$ cat config.mk
export PLATFORM = sky130hd
export DESIGN_NAME = irs3_serial_dac_rx
export DESIGN_NICKNAME = d
export VERILOG_FILES = /design/src/rtl/irs3_serial_dac_rx.sv
export SDC_FILE = /design/constraint.sdc
export NUM_CORES = 1
export LEC_CHECK = 0
export BUFFER_PORTS_ARGS = -buffer_cell sky130_fd_sc_hd__buf_2
export CORE_UTILIZATION = 45
export CTS_CLUSTER_DIAMETER = 200
export DETAILED_ROUTE_END_ITERATION = 8
export PLACE_DENSITY = 0.65
export SLEW_MARGIN = 20
export SYNTH_ARGS = -nofsm -noshare
export SYNTH_HDL_FRONTEND = slang
export SYNTH_SLANG_ARGS = --single-unit
$ cat constraint.sdc
create_clock -name clk_i -period 34.8 [get_ports clk_i]
set_clock_uncertainty 0.15 [all_clocks]
set_input_delay 6.96 -clock clk_i [delete_from_list [all_inputs] [get_ports clk_i]]
set_output_delay 6.96 -clock clk_i [all_outputs]
set_load 0.02 [all_outputs]
$ cat src/rtl/irs3_serial_dac_rx.sv
// Chip-side model of the IRS3 serial DAC load port: rebuilds the 145-bit shift frame
// from SCLK/SIN and latches decoded DAC fields on PCLK, with length/protocol checking.
`timescale 1ns/1ps
module irs3_serial_dac_rx #(
  parameter int SYNC_STAGES = 2,
  parameter int EXPECT_BITS = 145
) (
  input  logic        clk_i,
  input  logic        rst_i,
  input  logic        irs_sclk_i,
  input  logic        irs_sin_i,
  input  logic        irs_pclk_i,
  input  logic        irs_regclr_i,
  output logic        irs_shout_o,
  output logic [11:0] sbbias_o,
  output logic [11:0] trgthref_o,
  output logic [95:0] trig_o,
  output logic [11:0] tbbias_o,
  output logic [11:0] trgbias_o,
  output logic        sgn_o,
  output logic        latch_valid_o,
  output logic [7:0]  frame_bits_o,
  output logic        len_err_o,
  input  logic        err_clr_i
);

  localparam int         FRAME_W    = 145;
  localparam logic [7:0] EXPECT_CNT = 8'(EXPECT_BITS);
  localparam logic [7:0] CNT_MAX    = 8'hFF;

  // bit order in the synchronizer vector: {regclr, pclk, sin, sclk}
  logic [3:0] raw_in;
  logic [3:0] sync_q [SYNC_STAGES];
  logic [3:0] sync_out;
  logic [2:0] hist_q;
  logic [2:0] edge_in;

  logic sclk_ev;
  logic pclk_ev;
  logic regclr_ev;
  logic sin_sync;
  logic err_set;

  logic [FRAME_W-1:0] shift_q;
  logic [FRAME_W-1:0] hold_q;
  logic [7:0]         bit_cnt_q;
  logic [7:0]         frame_bits_q;
  logic               valid_q;
  logic               err_q;

  assign raw_in = {irs_regclr_i, irs_pclk_i, irs_sin_i, irs_sclk_i};

  always_ff @(posedge clk_i or posedge rst_i) begin
    if (rst_i) begin
      for (int i = 0; i < SYNC_STAGES; i++) sync_q[i] <= '0;
      hist_q <= '0;
    end else begin
      sync_q[0] <= raw_in;
      for (int i = 1; i < SYNC_STAGES; i++) sync_q[i] <= sync_q[i-1];
      hist_q <= {sync_out[3], sync_out[2], sync_out[0]};
    end
  end

  assign sync_out  = sync_q[SYNC_STAGES-1];
  assign sin_sync  = sync_out[1];
  assign edge_in   = {sync_out[3], sync_out[2], sync_out[0]} & ~hist_q;
  assign sclk_ev   = edge_in[0];
  assign pclk_ev   = edge_in[1];
  assign regclr_ev = edge_in[2];

  // A PCLK that coincides with an SCLK edge is a protocol violation even when the count is right.
  assign err_set = pclk_ev & ~regclr_ev & ((bit_cnt_q != EXPECT_CNT) | sclk_ev);

  always_ff @(posedge clk_i or posedge rst_i) begin
    if (rst_i) begin
      shift_q      <= '0;
      hold_q       <= '0;
      bit_cnt_q    <= '0;
      frame_bits_q <= '0;
      valid_q      <= 1'b0;
      err_q        <= 1'b0;
    end else begin
      valid_q <= 1'b0;
      if (regclr_ev) begin
        shift_q   <= '0;
        hold_q    <= '0;
        bit_cnt_q <= '0;
      end else if (pclk_ev) begin
        if (bit_cnt_q == EXPECT_CNT) begin
          hold_q  <= shift_q;
          valid_q <= 1'b1;
        end
        frame_bits_q <= bit_cnt_q;
        bit_cnt_q    <= '0;
      end else if (sclk_ev) begin
        shift_q <= {shift_q[FRAME_W-2:0], sin_sync};
        if (bit_cnt_q != CNT_MAX) bit_cnt_q <= bit_cnt_q + 8'd1;
      end

      if (err_set) err_q <= 1'b1;
      else if (err_clr_i) err_q <= 1'b0;
    end
  end

  assign irs_shout_o   = shift_q[FRAME_W-1];
  assign sbbias_o      = hold_q[144:133];
  assign trgthref_o    = hold_q[132:121];
  assign trig_o        = hold_q[120:25];
  assign tbbias_o      = hold_q[24:13];
  assign trgbias_o     = hold_q[12:1];
  assign sgn_o         = hold_q[0];
  assign latch_valid_o = valid_q;
  assign frame_bits_o  = frame_bits_q;
  assign len_err_o     = err_q;

endmodule

==> results of run 1 <==
-- power by group --
part,internal (uW),switching (uW)
logic,2.60,19.3
registers,372,0.978
clock network,206,136
-- routing by layer --
| metal | GRT usage [%] | vias up | share of wire [%] |
|---|---|---|---|
| met5 | 0 | - | 0 |
| met4 | 5.11 | 0 | 1.7 |
| met3 | 3.31 | 31 | 4.6 |
| met2 | 28.2 | 148 | 47 |
| met1 | 26.9 | 3664 | 47 |
| li1 | - | 3187 | - |
-- worst paths after layout --
check,startpoint,endpoint,slack [ns],cells after the start
worst min register to register,sync_q[4],sync_out[0],0.20,0
worst max-delay path,hold_q[91],trig_o[66],26.56,1
min in group asynchronous,rst_i,hold_q[64],6.41,2
max in group asynchronous,rst_i,shift_q[90],26.74,3
worst min-delay path,sync_q[4],sync_out[0],0.20,0
worst max register to register,hist_q[2],hold_q[115],31.59,4
-- placed cells by master, fill, tap and decap left out, types with 3 or more instances in the layout --
| cell type | Yosys | final |
|---|---|---|
| clkinv_2 | 0 | 6 |
| bufinv_16 | 0 | 4 |
| clkbuf_16 | 0 | 31 |
| nand2_1 | 34 | 34 |
| dfrtp_1 | 319 | 319 |
| o21ai_0 | 18 | 18 |
| nand2b_1 | 3 | 3 |
| mux2_2 | 7 | 7 |
| clkbuf_8 | 0 | 6 |
| nand3_1 | 5 | 5 |
| a22o_1 | 277 | 277 |
| clkbuf_1 | 25 | 7 |
| nor2b_1 | 3 | 3 |
| buf_4 | 0 | 7 |
| o211ai_1 | 3 | 3 |
| nand4_1 | 3 | 3 |
| nor2_1 | 7 | 6 |
| buf_2 | 21 | 162 |
-- logic make-up after synthesis --
family	Yosys count	share of synthesized area, %
xor+xnor	1	0.0774
buf+inv	69	2.92
simple gates	62	2.62
flops	319	70.6
mux	8	0.785
compound gates	305	22.8
fa+ha+maj	2	0.221
-- metrics by stage --
stage	cell area [sq um]	instances	hold WS [ns]
2_1_floorplan	11300	766	0.181
3_3_place_gp	12300	1194	0.182
3_5_place_dp	12300	1194	0.185
4_1_cts	13400	1250	0.199
5_1_grt	13400	1250	0.205
6_report	13400	1251	0.198
-- final cells by class --
type / instances / area [sq um] / area share [%]
clock buffers: 44 / 885 / 6.61
inverters: 3 / 23.8 / 0.178
flip-flops and latches: 319 / 7980 / 59.7
diodes: 1 / 2.50 / 0.0187
repair buffers: 170 / 883 / 6.60
well taps: 324 / 405 / 3.03
multi-input cells: 378 / 3030 / 22.7
clock inverters: 12 / 166 / 1.24
-- flip-flops by register name, indices dropped and copies added, names as in the netlist --
name and flops:
len_err_o 1, latch_valid_o 1, frame_bits_o 8, sync_out 4
hold_q 145, hist_q 3, sync_q 4, bit_cnt_q 8
shift_q 145
==> impl_metrics.toml, run 1 <==
[status]
run_status = "finished, final reports clean"

[floorplanning]
io-pin-count = 163
die_w_um = 161
die_h_um = 161
core_sq_um = 24500
num_rows = 57
start_util_pct = 46.2
die-area_sq_um = 25800

[critical_path]
crit_slowest_cell = "dfrtp_1"
path_delay_family = "flip-flops"
worstPathArrival_ns = 1.13
worstPathCellList = "buf_2"
crit_type = "flip-flop to output port"
cp-start-kind = "flip-flop"
worst-path-buf-inv = 1
critPathCaptureType = "output port"
cp.required_ns = 27.69
path_max_fanout = 2
slowest_delay_ns = 0.41

[timing]
worst_pin_slew_ns = 0.949
finalCriticalPeriod_ns = 8.24
period_share_pct = 23.7
setup_tns_ns = 0
relSlewSlack_pct = 36.7
rsz0062_at_grt = "no"
setup_ws_ns = 26.56
slew_violations = 0
hold_viol = 0
report.final.setup_viol = 0
fmax_mhz = 121

[detailed_routing]
initialDrtViolationCount = 520
wl_um = 23400
first_pass_iters = 4
wl_per_cell_um = 18.7
via_count = 7030
final_antenna_net_count = 0
drcViolationCount = 0
via_per_inst = 5.62

[synthesis]
synth.most_common_cell = "dfrtp_1"
seq_area_frac_synth_pct = 70.6
postSynth.asyncResetShare_pct = 100
synthCells = 766
synth_top_area_share_pct = 70.6
netlist_area_sq_um = 11300
synth-main-ff-cell = "dfrtp_1"
synthTopCellsByCount = "dfrtp_1 (319), a22o_1 (277), nand2_1 (34), clkbuf_1 (25), buf_2 (21)"
ys_seq_elements = 319
yosys-top-cells-area = "dfrtp_1 (71%), a22o_1 (21%), nand2_1 (1.1%)"
synth_cell_types = 30
yosysWarnings = 0
synth_nets = 775
yosysTopAreaCell = "dfrtp_1"
synth_edf_count = 0
synth_area_per_cell_sq_um = 14.8

[clock_network]
cts_setup_buffers = 0
clock_latency_ns = 0.55
cts_tree = "built"
cts_resized = 0
htree_levels = 1
cts-root-buf = "clkbuf_16"
clockBufferDepth = 3
clkTransAtPathRegs_ns = 0.06
cts_hold_buf = 0
cts_buffers = 31
cts_sinks = 319

[place]
pre_cts_ws_ns = 25.88
io_buffers = 162
dpl.hpwl_um = 13100
gp_congestion = 0.736

[global_route]
track_usage_pct = 18.4
grt_pass1_wl_um = 38800
grt_pass1_vias = 7012
antenna_found_initial = 1
grt_max_degree = 163
overflow = 0

[power]
cellPowerDensity_nw_per_um2 = 55.1
total_power_uw = 737
ir_drop_mv = 0.0294
p_leak_uw = 0.00695

[layout]
final_util_pct = 54.7
syn2layout_area_growth_pct = 18.3
drive_gt1_share_pct = 25.2
nFillCells = 2060
layout.nets = 912

[hold_path]
min_path_type = "flip-flop to flip-flop"

[run]
maxCapViolations = 0
No activity file was read; power rests on OpenSTA's default activity.
==> run 2, diff against run 1 <==
--- a/config.mk
+++ b/config.mk
@@ -5,11 +5,11 @@
 export SDC_FILE = /design/constraint.sdc
 export NUM_CORES = 1
 export LEC_CHECK = 0
+export ABC_AREA = 1
 export BUFFER_PORTS_ARGS = -buffer_cell sky130_fd_sc_hd__buf_2
 export CORE_UTILIZATION = 45
 export CTS_CLUSTER_DIAMETER = 200
 export DETAILED_ROUTE_END_ITERATION = 8
-export PLACE_DENSITY = 0.65
 export SLEW_MARGIN = 20
 export SYNTH_ARGS = -nofsm -noshare
 export SYNTH_HDL_FRONTEND = slang
==> constraint.sdc (replaced) <==
create_clock -name clk_i -period 7.7 [get_ports clk_i]
set_clock_uncertainty 0.15 [all_clocks]
set_input_delay 1.54 -clock clk_i [delete_from_list [all_inputs] [get_ports clk_i]]
set_output_delay 1.54 -clock clk_i [all_outputs]
set_load 0.02 [all_outputs]
==> run 2 against run 1 <==
  * Critical path depth rose by 4
  * First-iteration DRC count rose by 16%
  * Count of clock-buffer cells in the layout rose by 7
  * Critical endpoint is now shift_q[9]
==> impl_metrics.toml, run 2 <==
[critical_path]
crit_slowest_cell = "buf_4"
cp-start-kind = "flip-flop"
slowest_delay_ns = 0.78
crit_path_frequent_cell = "buf_4"
reg2reg_to = "shift_q[9]"
reg2reg_from = "sync_out[3]"
worstPathCellList = "nand2_8, o21ai_4, buf_4, buf_4, o21ai_0"
path_max_fanout = 91
path_delay_family = "buffers and inverters"
r2r_slack_ns = 4.42
crit_type = "flip-flop to flip-flop"
critPathCaptureType = "flip-flop"
worstPathArrival_ns = 3.46
worst-path-buf-inv = 2
worstRegToRegCells = 5
cp.required_ns = 7.89

[synthesis]
yosys-top-cells-area = "dfrtp_1 (63%), nand3_1 (10%), o22ai_1 (6.4%)"
synth_area_per_cell_sq_um = 10.1
ys_seq_elements = 319
synth_edf_count = 0
synth.most_common_cell = "dfrtp_1"
synthTopCellsByCount = "dfrtp_1 (319), nand3_1 (263), nand2_1 (170), inv_1 (161), o22ai_1 (131)"
seq_area_frac_synth_pct = 62.6
yosysWarnings = 0
synth_top_area_share_pct = 62.6
synth_nets = 1271
synth-main-ff-cell = "dfrtp_1"
postSynth.asyncResetShare_pct = 100
synth_cell_types = 26
synthCells = 1262
netlist_area_sq_um = 12800
yosysTopAreaCell = "dfrtp_1"

[clock_network]
clockBufferDepth = 3
cts-root-buf = "clkbuf_16"
cts_tree = "built"
cts_buffers = 35
cts_sinks = 319
cts_hold_buf = 0
cts_resized = 0
clock_latency_ns = 0.52
cts_setup_buffers = 0
clkTransAtPathRegs_ns = 0.06
htree_levels = 2

[layout]
drive_gt1_share_pct = 21.0
top_regs = "hold_q x145, shift_q x145"
multiInputGateArea_sq_um = 3670
final_cell_mix = "dfrtp_1 (319), nand3_1 (262), nand2_1 (170), buf_2 (162), inv_1 (160)"
diodes = 0
regArea_sq_um = 7980
nFillCells = 2583
layout.nets = 1386
syn2layout_area_growth_pct = 16.1
layout_commonest_cell = "dfrtp_1"

[detailed_routing]
wl_per_cell_um = 15.9
drcViolationCount = 0
via_count = 9183
final_antenna_net_count = 0
first_pass_iters = 5
via_per_inst = 5.16
wl_um = 28300
initialDrtViolationCount = 605

[timing]
finalCriticalPeriod_ns = 3.28
rsz0062_at_grt = "no"
hold_viol = 0
slew_violations = 0
period_share_pct = 42.6
relSlewSlack_pct = 32.3
fmax_mhz = 305
setup_tns_ns = 0
setup_ws_ns = 4.42
worst_pin_slew_ns = 1.02
report.final.setup_viol = 0

[status]
run_status = "finished, final reports clean"

[global_route]
grtUsageMet3_pct = 2.65
overflow = 0
track_usage_pct = 20.1
antenna_found_initial = 0
grt_max_degree = 170
grt_pass1_vias = 8965
grt_util_met2_pct = 31.2
grt.busiest_layer = "met2"
met1_usage_pct = 29.6
grt_pass1_wl_um = 47000

[power]
switchingPower_uw = 776
cellPowerDensity_nw_per_um2 = 234
p_seq_share_pct = 49.0
ir_drop_mv = 0.139
share_comb_of_total_power_pct = 4.0
swShare_pct = 22.4
internal_power_uw = 2690
pwr-share-clk_pct = 47.0
p_leak_uw = 0.00761

[hold_path]
hold_path_depth = 0
min_path_type = "flip-flop to flip-flop"
holdPathEnd = "sync_out[2]"
worstHoldStart = "sync_q[6]"

[floorplanning]
num_rows = 61
io-pin-count = 163
die_w_um = 170
start_util_pct = 45.8
die-area_sq_um = 29000
die_h_um = 170
core_sq_um = 27900

[run]
maxCapViolations = 0

[place]
io_buffers = 162
dpl.hpwl_um = 16300
pre_cts_ws_ns = 4.02
gp_congestion = 0.859
run 2: cells by family (layout without fill, tap and decap cells):
group | count (synthesis) | in the layout | synth area share (%)
compound gates | 163 | 163 | 7.71
flops | 319 | 319 | 62.6
simple gates | 514 | 514 | 20.6
fa+ha+maj | 2 | 2 | 0.196
buf+inv | 264 | 403 | 8.93
run 2: per-layer routing:
| metal | vias up | wire, um |
|---|---|---|
| li1 | 4464 | - |
| met1 | 4506 | 13500 |
| met2 | 170 | 13200 |
| met3 | 43 | 1040 |
| met4 | 0 | 583 |
| met5 | - | 0 |
run 2: layout make-up:
| cell class | count | area share (%) |
|---|---|---|
| sequential | 319 | 53.9 |
| tap | 378 | 3.20 |
| multi-input combinational | 679 | 24.8 |
| clock buffer | 51 | 6.80 |
| clock inverter | 10 | 0.786 |
| timing repair buffer | 175 | 6.22 |
| inverter | 167 | 4.26 |
run 2: worst register-to-register path, stage by stage (launching register included):
cell	delay (ns)
dfrtp_1	0.44
nand2_8	0.40
o21ai_4	0.63
buf_4	0.48
buf_4	0.79
o21ai_0	0.23
run 2: worst max-delay path by stage:
stage                     slack (ns)  cells after the start           end   startpoint
after global placement          4.01                      4   hold_q[132]        rst_i
after global routing            4.15                      8   shift_q[68]  sync_out[0]
after detailed placement        4.02                      4   hold_q[132]        rst_i
final                           4.42                      5    shift_q[9]  sync_out[3]
after CTS                       4.45                      5    shift_q[9]  sync_out[3]
after floorplan                 1.76                      1  bit_cnt_q[0]        rst_i
run 2: metrics by stage:
| step | util, % | instances | hold slack, ns | power, uW | cell area, sq um |
|---|---|---|---|---|---|
| finish | 53.1 | 1779 | 0.197 | 3460 | 14800 |
| global route | 53.1 | 1779 | 0.203 | 3590 | 14800 |
| CTS | 53.1 | 1779 | 0.199 | 3510 | 14800 |
| detailed placement | 49.1 | 1718 | 0.186 | 1870 | 13700 |
| global placement | 49.1 | 1718 | 0.183 | 1870 | 13700 |
| floorplan | - | 1262 | 0.181 | 1830 | 12800 |
run 2: power by group through the flow:
| stage | combinational (uW) | sequential, uW | clock, uW |
|---|---|---|---|
| 4_1_cts | 142 | 1700 | 1670 |
| 3_5_place_dp | 142 | 1730 | 0 |
| 6_report | 139 | 1700 | 1630 |
| 3_3_place_gp | 142 | 1730 | 0 |
| 2_1_floorplan | 97.1 | 1730 | 0 |
| 5_1_grt | 157 | 1700 | 1730 |
